**src/rtl/muldiv_pkg.sv**
```systemverilog
// Shared definitions for the iterative HI/LO multiply/divide unit:
// R-type funct encodings and controller states.
package muldiv_pkg;

    localparam logic [5:0] FUNCT_MFHI  = 6'b010000;
    localparam logic [5:0] FUNCT_MTHI  = 6'b010001;
    localparam logic [5:0] FUNCT_MFLO  = 6'b010010;
    localparam logic [5:0] FUNCT_MTLO  = 6'b010011;
    localparam logic [5:0] FUNCT_MULT  = 6'b011000;
    localparam logic [5:0] FUNCT_MULTU = 6'b011001;
    localparam logic [5:0] FUNCT_DIV   = 6'b011010;
    localparam logic [5:0] FUNCT_DIVU  = 6'b011011;

    typedef enum logic [1:0] {
        IDLE = 2'd0,
        RUN  = 2'd1,
        FIX  = 2'd2
    } muldiv_state_t;

endpackage

```
**src/rtl/muldiv_step.sv**
```systemverilog
// One radix-2 iteration on unsigned magnitudes: shift-add for multiply,
// restoring shift-subtract for divide.
module muldiv_step #(
    parameter int WIDTH = 32
) (
    input  logic             is_div,
    input  logic [WIDTH-1:0] acc_hi,
    input  logic [WIDTH-1:0] acc_lo,
    input  logic [WIDTH-1:0] m,
    output logic [WIDTH-1:0] nxt_hi,
    output logic [WIDTH-1:0] nxt_lo
);

    logic [WIDTH:0] sum;
    logic [WIDTH:0] shifted;
    logic [WIDTH:0] diff;

    always_comb begin
        sum     = {1'b0, acc_hi} + (acc_lo[0] ? {1'b0, m} : '0);
        shifted = {acc_hi, acc_lo[WIDTH-1]};
        diff    = shifted - {1'b0, m};
        if (is_div) begin
            // diff[WIDTH] set means the trial subtract borrowed: restore.
            nxt_hi = diff[WIDTH] ? shifted[WIDTH-1:0] : diff[WIDTH-1:0];
            nxt_lo = {acc_lo[WIDTH-2:0], ~diff[WIDTH]};
        end else begin
            nxt_hi = sum[WIDTH:1];
            nxt_lo = {sum[0], acc_lo[WIDTH-1:1]};
        end
    end

endmodule

```
**src/rtl/muldiv_unit.sv**
```systemverilog
// Iterative multiply/divide unit with HI/LO registers and start/busy/done
// handshake; mul/div take WIDTH+2 cycles from start to done.
module muldiv_unit
    import muldiv_pkg::*;
#(
    parameter int WIDTH = 32
) (
    input  logic             clk,
    input  logic             reset,
    input  logic             start,
    input  logic [5:0]       funct,
    input  logic [WIDTH-1:0] a,
    input  logic [WIDTH-1:0] b,
    output logic             busy,
    output logic             done,
    output logic [WIDTH-1:0] hi,
    output logic [WIDTH-1:0] lo,
    output logic [WIDTH-1:0] result
);

    localparam int CNT_W = $clog2(WIDTH) + 1;

    muldiv_state_t state, state_next;

    logic [CNT_W-1:0]   count;
    logic [WIDTH-1:0]   acc_hi, acc_lo, mcand;
    logic [WIDTH-1:0]   step_hi, step_lo;
    logic [WIDTH-1:0]   fix_hi, fix_lo;
    logic [2*WIDTH-1:0] prod_raw, prod_fix;
    logic               op_div, sign_a, sign_b, div_zero;
    logic               is_muldiv, is_signed, is_div_funct, accept;

    assign is_muldiv    = (funct == FUNCT_MULT) || (funct == FUNCT_MULTU) ||
                          (funct == FUNCT_DIV)  || (funct == FUNCT_DIVU);
    assign is_signed    = (funct == FUNCT_MULT) || (funct == FUNCT_DIV);
    assign is_div_funct = (funct == FUNCT_DIV)  || (funct == FUNCT_DIVU);
    assign accept       = start && (state == IDLE) && is_muldiv;

    assign busy = (state != IDLE);

    always_comb begin
        result = '0;
        if (funct == FUNCT_MFHI) begin
            result = hi;
        end else if (funct == FUNCT_MFLO) begin
            result = lo;
        end
    end

    muldiv_step #(
        .WIDTH(WIDTH)
    ) u_step (
        .is_div(op_div),
        .acc_hi(acc_hi),
        .acc_lo(acc_lo),
        .m     (mcand),
        .nxt_hi(step_hi),
        .nxt_lo(step_lo)
    );

    always_ff @(posedge clk or posedge reset) begin
        if (reset) begin
            state <= IDLE;
        end else begin
            state <= state_next;
        end
    end

    always_comb begin
        state_next = state;
        case (state)
            IDLE:    if (accept) state_next = RUN;
            RUN:     if (count == CNT_W'(1)) state_next = FIX;
            FIX:     state_next = IDLE;
            default: state_next = IDLE;
        endcase
    end

    // Sign correction of the unsigned magnitude result.
    always_comb begin
        prod_raw = {acc_hi, acc_lo};
        prod_fix = (sign_a ^ sign_b) ? -prod_raw : prod_raw;
        if (op_div) begin
            // Divide by zero leaves |a| in the remainder, so hi restores a.
            fix_lo = div_zero ? '1 : ((sign_a ^ sign_b) ? -acc_lo : acc_lo);
            fix_hi = sign_a ? -acc_hi : acc_hi;
        end else begin
            fix_hi = prod_fix[2*WIDTH-1:WIDTH];
            fix_lo = prod_fix[WIDTH-1:0];
        end
    end

    always_ff @(posedge clk or posedge reset) begin
        if (reset) begin
            count    <= '0;
            acc_hi   <= '0;
            acc_lo   <= '0;
            mcand    <= '0;
            op_div   <= 1'b0;
            sign_a   <= 1'b0;
            sign_b   <= 1'b0;
            div_zero <= 1'b0;
            hi       <= '0;
            lo       <= '0;
            done     <= 1'b0;
        end else begin
            done <= (state == FIX);
            case (state)
                IDLE: begin
                    if (accept) begin
                        sign_a   <= is_signed && a[WIDTH-1];
                        sign_b   <= is_signed && b[WIDTH-1];
                        acc_lo   <= (is_signed && a[WIDTH-1]) ? -a : a;
                        mcand    <= (is_signed && b[WIDTH-1]) ? -b : b;
                        acc_hi   <= '0;
                        op_div   <= is_div_funct;
                        div_zero <= (b == '0);
                        count    <= CNT_W'(WIDTH);
                    end else if (start && (funct == FUNCT_MTHI)) begin
                        hi <= a;
                    end else if (start && (funct == FUNCT_MTLO)) begin
                        lo <= a;
                    end
                end
                RUN: begin
                    acc_hi <= step_hi;
                    acc_lo <= step_lo;
                    count  <= count - CNT_W'(1);
                end
                FIX: begin
                    hi <= fix_hi;
                    lo <= fix_lo;
                end
                default: ;
            endcase
        end
    end

endmodule

```
**config.mk**
```make
export PLATFORM = sky130hd
export DESIGN_NAME = muldiv_unit
export DESIGN_NICKNAME = d
export VERILOG_FILES = /design/src/rtl/muldiv_pkg.sv /design/src/rtl/muldiv_step.sv /design/src/rtl/muldiv_unit.sv
export SDC_FILE = /design/constraint.sdc
export NUM_CORES = 1
export LEC_CHECK = 0
export ABC_CLOCK_PERIOD_IN_PS = 7200
export CAP_MARGIN = 20
export CORE_ASPECT_RATIO = 2
export CORE_UTILIZATION = 30
export CTS_BUF_LIST = sky130_fd_sc_hd__clkbuf_4 sky130_fd_sc_hd__clkbuf_8
export DETAILED_ROUTE_END_ITERATION = 16
export PLACE_DENSITY = 0.55
export SETUP_SLACK_MARGIN = 0.3
export SYNTH_ARGS = -nofsm -noshare
export SYNTH_HDL_FRONTEND = slang
export SYNTH_SLANG_ARGS = --single-unit
```
**constraint.sdc**
```tcl
create_clock -name clk -period 7.2 [get_ports clk]
set_input_delay 1.44 -clock clk [delete_from_list [all_inputs] [get_ports clk]]
set_output_delay 1.44 -clock clk [all_outputs]
set_load 0.05 [all_outputs]
```
# Yosys cells after proc, flatten, opt, wreduce, memory -nomap -nowiden
# Cells that the tools add are included.
dict set report op_classes {
  n_reduce_logical 21
  bitwise 2
  n_eq_ne 17
  n_mux 30
  add_sub_neg 8
}
# cell count
set ops {}
lappend ops {{32-bit 2-to-1 mux} 20}
lappend ops {{32-bit case mux with 2 select lines} 4}
lappend ops {{32-bit negation} 4}
lappend ops {{64-bit 2-to-1 mux} 1}
lappend ops {{64-bit negation} 1}
lappend ops {{6-bit by 5-bit == test with 1-bit output, second input constant} 8}
lappend ops {{32-bit by 33-bit adder with 33-bit output} 1}
lappend ops {{33-bit by 32-bit subtractor with 33-bit output} 1}
lappend ops {{32-bit logical NOT} 1}
lappend ops {{6-bit case mux with 2 select lines} 1}
lappend ops {{2-bit != test, second input constant} 4}
lappend ops {{6-bit by 1-bit == test with 1-bit output, second input constant} 1}
lappend ops {{1-bit logical AND} 6}
lappend ops {{6-bit 2-to-1 mux} 1}
lappend ops {{2-bit AND reduction} 3}
lappend ops {{2-bit nonzero test} 3}
lappend ops {{6-bit by 1-bit subtractor with 6-bit output, second input constant} 1}
lappend ops {{1-bit logical OR} 5}
lappend ops {{2-bit 2-to-1 mux} 2}
lappend ops {{2-bit by 1-bit != test with 1-bit output, second input constant} 2}
lappend ops {{2-bit case mux with 2 select lines} 1}
lappend ops {{4-bit AND reduction} 1}
lappend ops {{3-bit AND reduction} 1}
lappend ops {{2-bit by 1-bit == test with 1-bit output, second input constant} 1}
lappend ops {{other kinds (4)} 4}
dict set report totals {
  elab_cells 90
  inputBits 73
  register_bits 173
}

# Logic depth before layout (Yosys ltp)
dict set report logic_depth {
  ltp_word 7
  mapped_depth 15
}

# Hierarchy
# From an unflattened synthesis, not the netlist that was laid out.
dict set report hier_totals {
  cells_unflattened 2026
  area_unflattened_um2 15961.6
}
# mod seq_area_each_um2 cells_per_inst instances area_each_um2
set modules_own_cells {}
lappend modules_own_cells {muldiv_unit 4329.2 1338 1 11140.7}
lappend modules_own_cells {muldiv_step 0.0 688 1 4820.9}

# Least setup slack after synthesis
# OpenSTA, ideal clock, no wires.
dict set report synth_path {
  kind {input port to output port}
  start {input port funct[1]}
  end {output port result[10]}
  arrival_time_ns 2.993
  path_buffers 2
  path_slack_ns 2.767
  required_ns 5.760
  path_stages 4
  path_cell_list {clkbuf_1 > clkbuf_1 > mux2i_1 > nor2_1}
}
dict set report synth_via {
  elab_chain_cells 3
  word_cells_on_any_way 4
}
# item line
set synth_lines {}
lappend synth_lines {{from (decl)} muldiv_unit.sv:11} ;# input logic [5:0] funct,
lappend synth_lines {{6-bit by 5-bit == test with 1-bit output} muldiv_unit.sv:45} ;# end else if (funct == FUNCT_MFLO) begin
lappend synth_lines {{32-bit 2-to-1 mux} muldiv_unit.sv:45}
lappend synth_lines {{32-bit 2-to-1 mux (*)} muldiv_unit.sv:43} ;# if (funct == FUNCT_MFHI) begin
lappend synth_lines {{to (decl)} muldiv_unit.sv:18} ;# output logic [WIDTH-1:0] result
# Every way passes the cells marked *; elsewhere a longest branch is shown, timed or not.

# Final worst setup path
dict set report layout_path {
  start {input port funct[4]}
  end {output port result[15]}
}
# The elaborated chain is that of the path after synthesis.

==> impl_metrics.csv <==
group,metric,value,unit
worst_setup_path,cp.buffers_inverters,3,
timing,hold_ws,0.487,ns
grt,grt_pass1_vias,14000,
power,total_power,1.83,mW
grt,grt_pass1_wl,79400,um
job,maxCapViolations,0,
floorplan,die_area,0.0487,mm^2
worst_setup_path,critPathTopFamily,"buffers and inverters",
worst_setup_path,timing.rr.start,"acc_lo[0]$_DFFE_PP0P_",
placed_design,gp_congestion,0.935,
power,pwr_density_cell,107,mW/mm^2
clock_tree,cts-resized-gates,0,
detailed_routing,vias,13800,
logic_synthesis,synthCells,1771,
cells_and_area,finalInstanceArea,0.0171,mm^2
clock_tree,cts_setup_buffers,0,
grt,grtUsageMet3,0.0206,
grt,grt_busiest_layer,"met2",
logic_synthesis,ys_seq_area_frac,0.302,
worst_setup_path,crit_chain,"clkdlybuf4s50_1, nor3b_1, nor2b_1, nand2b_1, buf_4, nor2_1, clkdlybuf4s50_1",
logic_synthesis,yosys_warnings,0,
logic_synthesis,syn_avg_cell_area,8.09,um^2
worst_setup_path,max_stage_delay,0.82,ns
timing,max_freq,174,MHz
logic_synthesis,synthesis.area,0.0143,mm^2
clock_tree,cts_tree,"done",
placed_design,placed_cell_area,0.0166,mm^2
logic_synthesis,async_reset_ff_frac,1.00,
clock_tree,cts_made_buffers,17,
timing,period_minus_slack,5.74,ns
cells_and_area,nets,2022,
grt,grt_use_met2,0.408,
placed_design,port_buffers,170,
timing,finClkSkew,0.0276,ns
detailed_routing,ant_nets,0,
floorplan,die_w,157,um
detailed_routing,first_pass_iters,5,
timing,finalSetupViolCount,0,
timing,worst_pin_slew,1.03,ns
cells_and_area,area_growth,19.0,%
logic_synthesis,yosysUniqueCellTypes,76,
detailed_routing,drc_errors,0,
timing,period_share,0.797,
timing,relSlewSlack,0.314,
floorplan,initial_core_util,0.303,
worst_setup_path,start_kind,"primary input",
worst_setup_path,ff2ff_path_depth,14,
timing,rsz0062_at_grt,"no",
floorplan,fp-row-count,113,
worst_setup_path,cp.arrival,4.30,ns
worst_setup_path,worst_path_max_delay_cell,"clkdlybuf4s50_1",
worst_setup_path,cpMostUsedCell,"clkdlybuf4s50_1",
logic_synthesis,syn_nets,1916,
grt,grt_start_max_net_pins,132,
clock_tree,cts_hold_buf,0,
worst_setup_path,critPathMaxFanout,19,
clock_tree,cts_root_buf,"clkbuf_8",
detailed_routing,drt-initial-drc-count,658,
clock_tree,clockBufferDepth,2,
clock_tree,clk_transition_reported_paths,0.09,ns
worst_setup_path,worstSetupEndpointType,"primary output",
worst_setup_path,path_class,"in -> out",
logic_synthesis,synth_top_flop_cell,"dfrtp_1",
detailed_routing,vias_per_cell,5.45,
worst_setup_path,crit_start,"funct[4]",
timing,hold_viol,0,
logic_synthesis,synth_edf_count,0,
grt,antenna_found_initial,3,
timing,tns,0,ns
worst_setup_path,worst_ep_required_time,5.76,ns
cells_and_area,postLayoutCoreUtil,0.360,
clock_tree,cts.sinks,173,
worst_setup_path,r2r_end,"acc_hi[30]$_DFFE_PP0P_",
grt,gr-usage-all-layers,0.213,
worst_hold_path,hold_path_class,"reg -> reg",
floorplan,ios,171,
floorplan,core,0.0474,mm^2
floorplan,fp.dieH,311,um
clock_tree,h-tree-depth,4,
status,status,"complete, no violations",
power,power.leakage,6.73,nW
detailed_routing,avgRoutedWirePerCell,20.3,um
worst_setup_path,r2r_slack,2.85,ns
grt,grt_util_met1,0.221,
worst_hold_path,min_delay_path_depth,2,
logic_synthesis,ys_ff_latch,173,
power,irDropWorstVdd,0.0000697,V
placed_design,hpwlAfterDp,39700,um
grt,overflow,0,
cells_and_area,fill_cells,4978,
detailed_routing,routed_wl,51300,um
worst_setup_path,cp_num_cells,7,
clock_tree,clk-insertion-delay-late,0.53,ns
cells_and_area,drive_above_1_share,0.0476,
timing,maxSlewViolCount,0,
worst_setup_path,cp-endpoint,"result[15]",
[cell usage in the layout, fill, tap and decap left out, types with 44 or more instances in the layout]
cell | netlist | layout
mux2i_1 | 85 | 85
xnor2_1 | 95 | 95
dfrtp_1 | 173 | 172
inv_1 | 64 | 62
nor2_1 | 158 | 156
a211oi_1 | 44 | 44
xor2_1 | 69 | 68
o22ai_1 | 45 | 45
a21oi_1 | 142 | 142
ha_1 | 70 | 70
o21ai_0 | 152 | 152
clkdlybuf4s50_1 | 0 | 169
nand2_1 | 161 | 161
[through the flow]
stage | cells | worst slack (ns)
after CTS | 2519 | 1.49
final | 2525 | 1.46
after global routing | 2525 | 1.27
after detailed placement | 2487 | 1.48
after global placement | 2487 | 1.57
after floorplan | 1771 | 1.07
[worst register-to-register path, stage by stage, from the launching register on]
cell,delay (ns)
dfrtp_1,0.50
inv_1,0.19
buf_12,0.21
nor2_1,0.08
ha_1,0.23
a211oi_1,0.30
o21bai_1,0.20
nor4_1,0.42
a2bb2oi_2,0.35
o31ai_1,0.25
a221oi_2,0.48
o21ai_0,0.32
a2111oi_0,0.49
a41o_1,0.15
a21oi_1,0.06
[cell usage after synthesis (10+ instances only)]
cell type,instances,area [um^2]
dfrtp_1,173,4330
nand2_1,161,604
nor2_1,158,593
o21ai_0,152,761
a21oi_1,142,711
xnor2_1,95,832
clkbuf_1,91,342
mux2i_1,85,851
ha_1,70,876
xor2_1,69,604
inv_1,64,240
o22ai_1,45,282
a211oi_1,44,330
nand3_1,32,160
a22oi_1,27,203
o21ai_1,27,135
nor3_1,26,130
a21o_1,25,188
nor4_1,20,125
o31ai_1,20,150
nand2b_1,17,106
or3_1,16,100
a31oi_1,14,87.6
nand4_1,12,75.1
o21a_1,12,90.1
o41ai_1,12,105
nor2b_1,11,68.8
o211ai_1,11,82.6
or4_1,11,82.6
and2_1,10,62.6
[area by class of cell]
type	instances	area, um^2	area share
antenna	3	7.51	0.000440
clock buffer	18	248	0.0145
clock inverter	14	133	0.00778
inverter	64	245	0.0144
multi-input combinational	1425	9360	0.549
sequential	173	4330	0.254
tap	632	791	0.0464
timing repair buffer	196	1940	0.114
[flip-flops by register name (all words and copies together) (netlist names)]
name and count:
count 6, sign_a 1, lo 32, mcand 32, state 2, hi 32, div_zero 1, sign_b 1
acc_lo 32, op_div 1, done 1, acc_hi 32
[how the worst min path moves through the flow]
| stage | startpoint | to | slack (ns) |
|---|---|---|---|
| 2_1_floorplan | count[5]$_DFFE_PP0P_ | count[5]$_DFFE_PP0P_ | 0.44 |
| 3_3_place_gp | count[5]$_DFFE_PP0P_ | count[5]$_DFFE_PP0P_ | 0.45 |
| 3_5_place_dp | mcand[14]$_DFFE_PP0P_ | mcand[14]$_DFFE_PP0P_ | 0.47 |
| 4_1_cts | count[4]$_DFFE_PP0P_ | count[4]$_DFFE_PP0P_ | 0.49 |
| 5_1_grt | count[4]$_DFFE_PP0P_ | count[4]$_DFFE_PP0P_ | 0.52 |
| 6_report | mcand[26]$_DFFE_PP0P_ | mcand[26]$_DFFE_PP0P_ | 0.49 |
[where the power goes]
group	switching, mW	leakage [nW]	total, mW	internal, mW
Combinational	0.0814	4.37	0.144	0.0623
Clock	0.425	0.198	0.715	0.290
Sequential	0.000620	2.16	0.972	0.971
[cell families after synthesis]
family	Yosys count	synth area share
compound gates	590	0.257
simple gates	512	0.169
buf+inv	173	0.0468
flops	173	0.302
xor+xnor	164	0.100
mux	87	0.0609
fa+ha+maj	72	0.0639
[routing by layer]
metal	up-vias	wire length, um
li1	6660	-
met1	6603	19100
met2	380	27900
met3	119	1670
met4	0	2580
met5	-	0
Power figures use the tool's default switching activity.
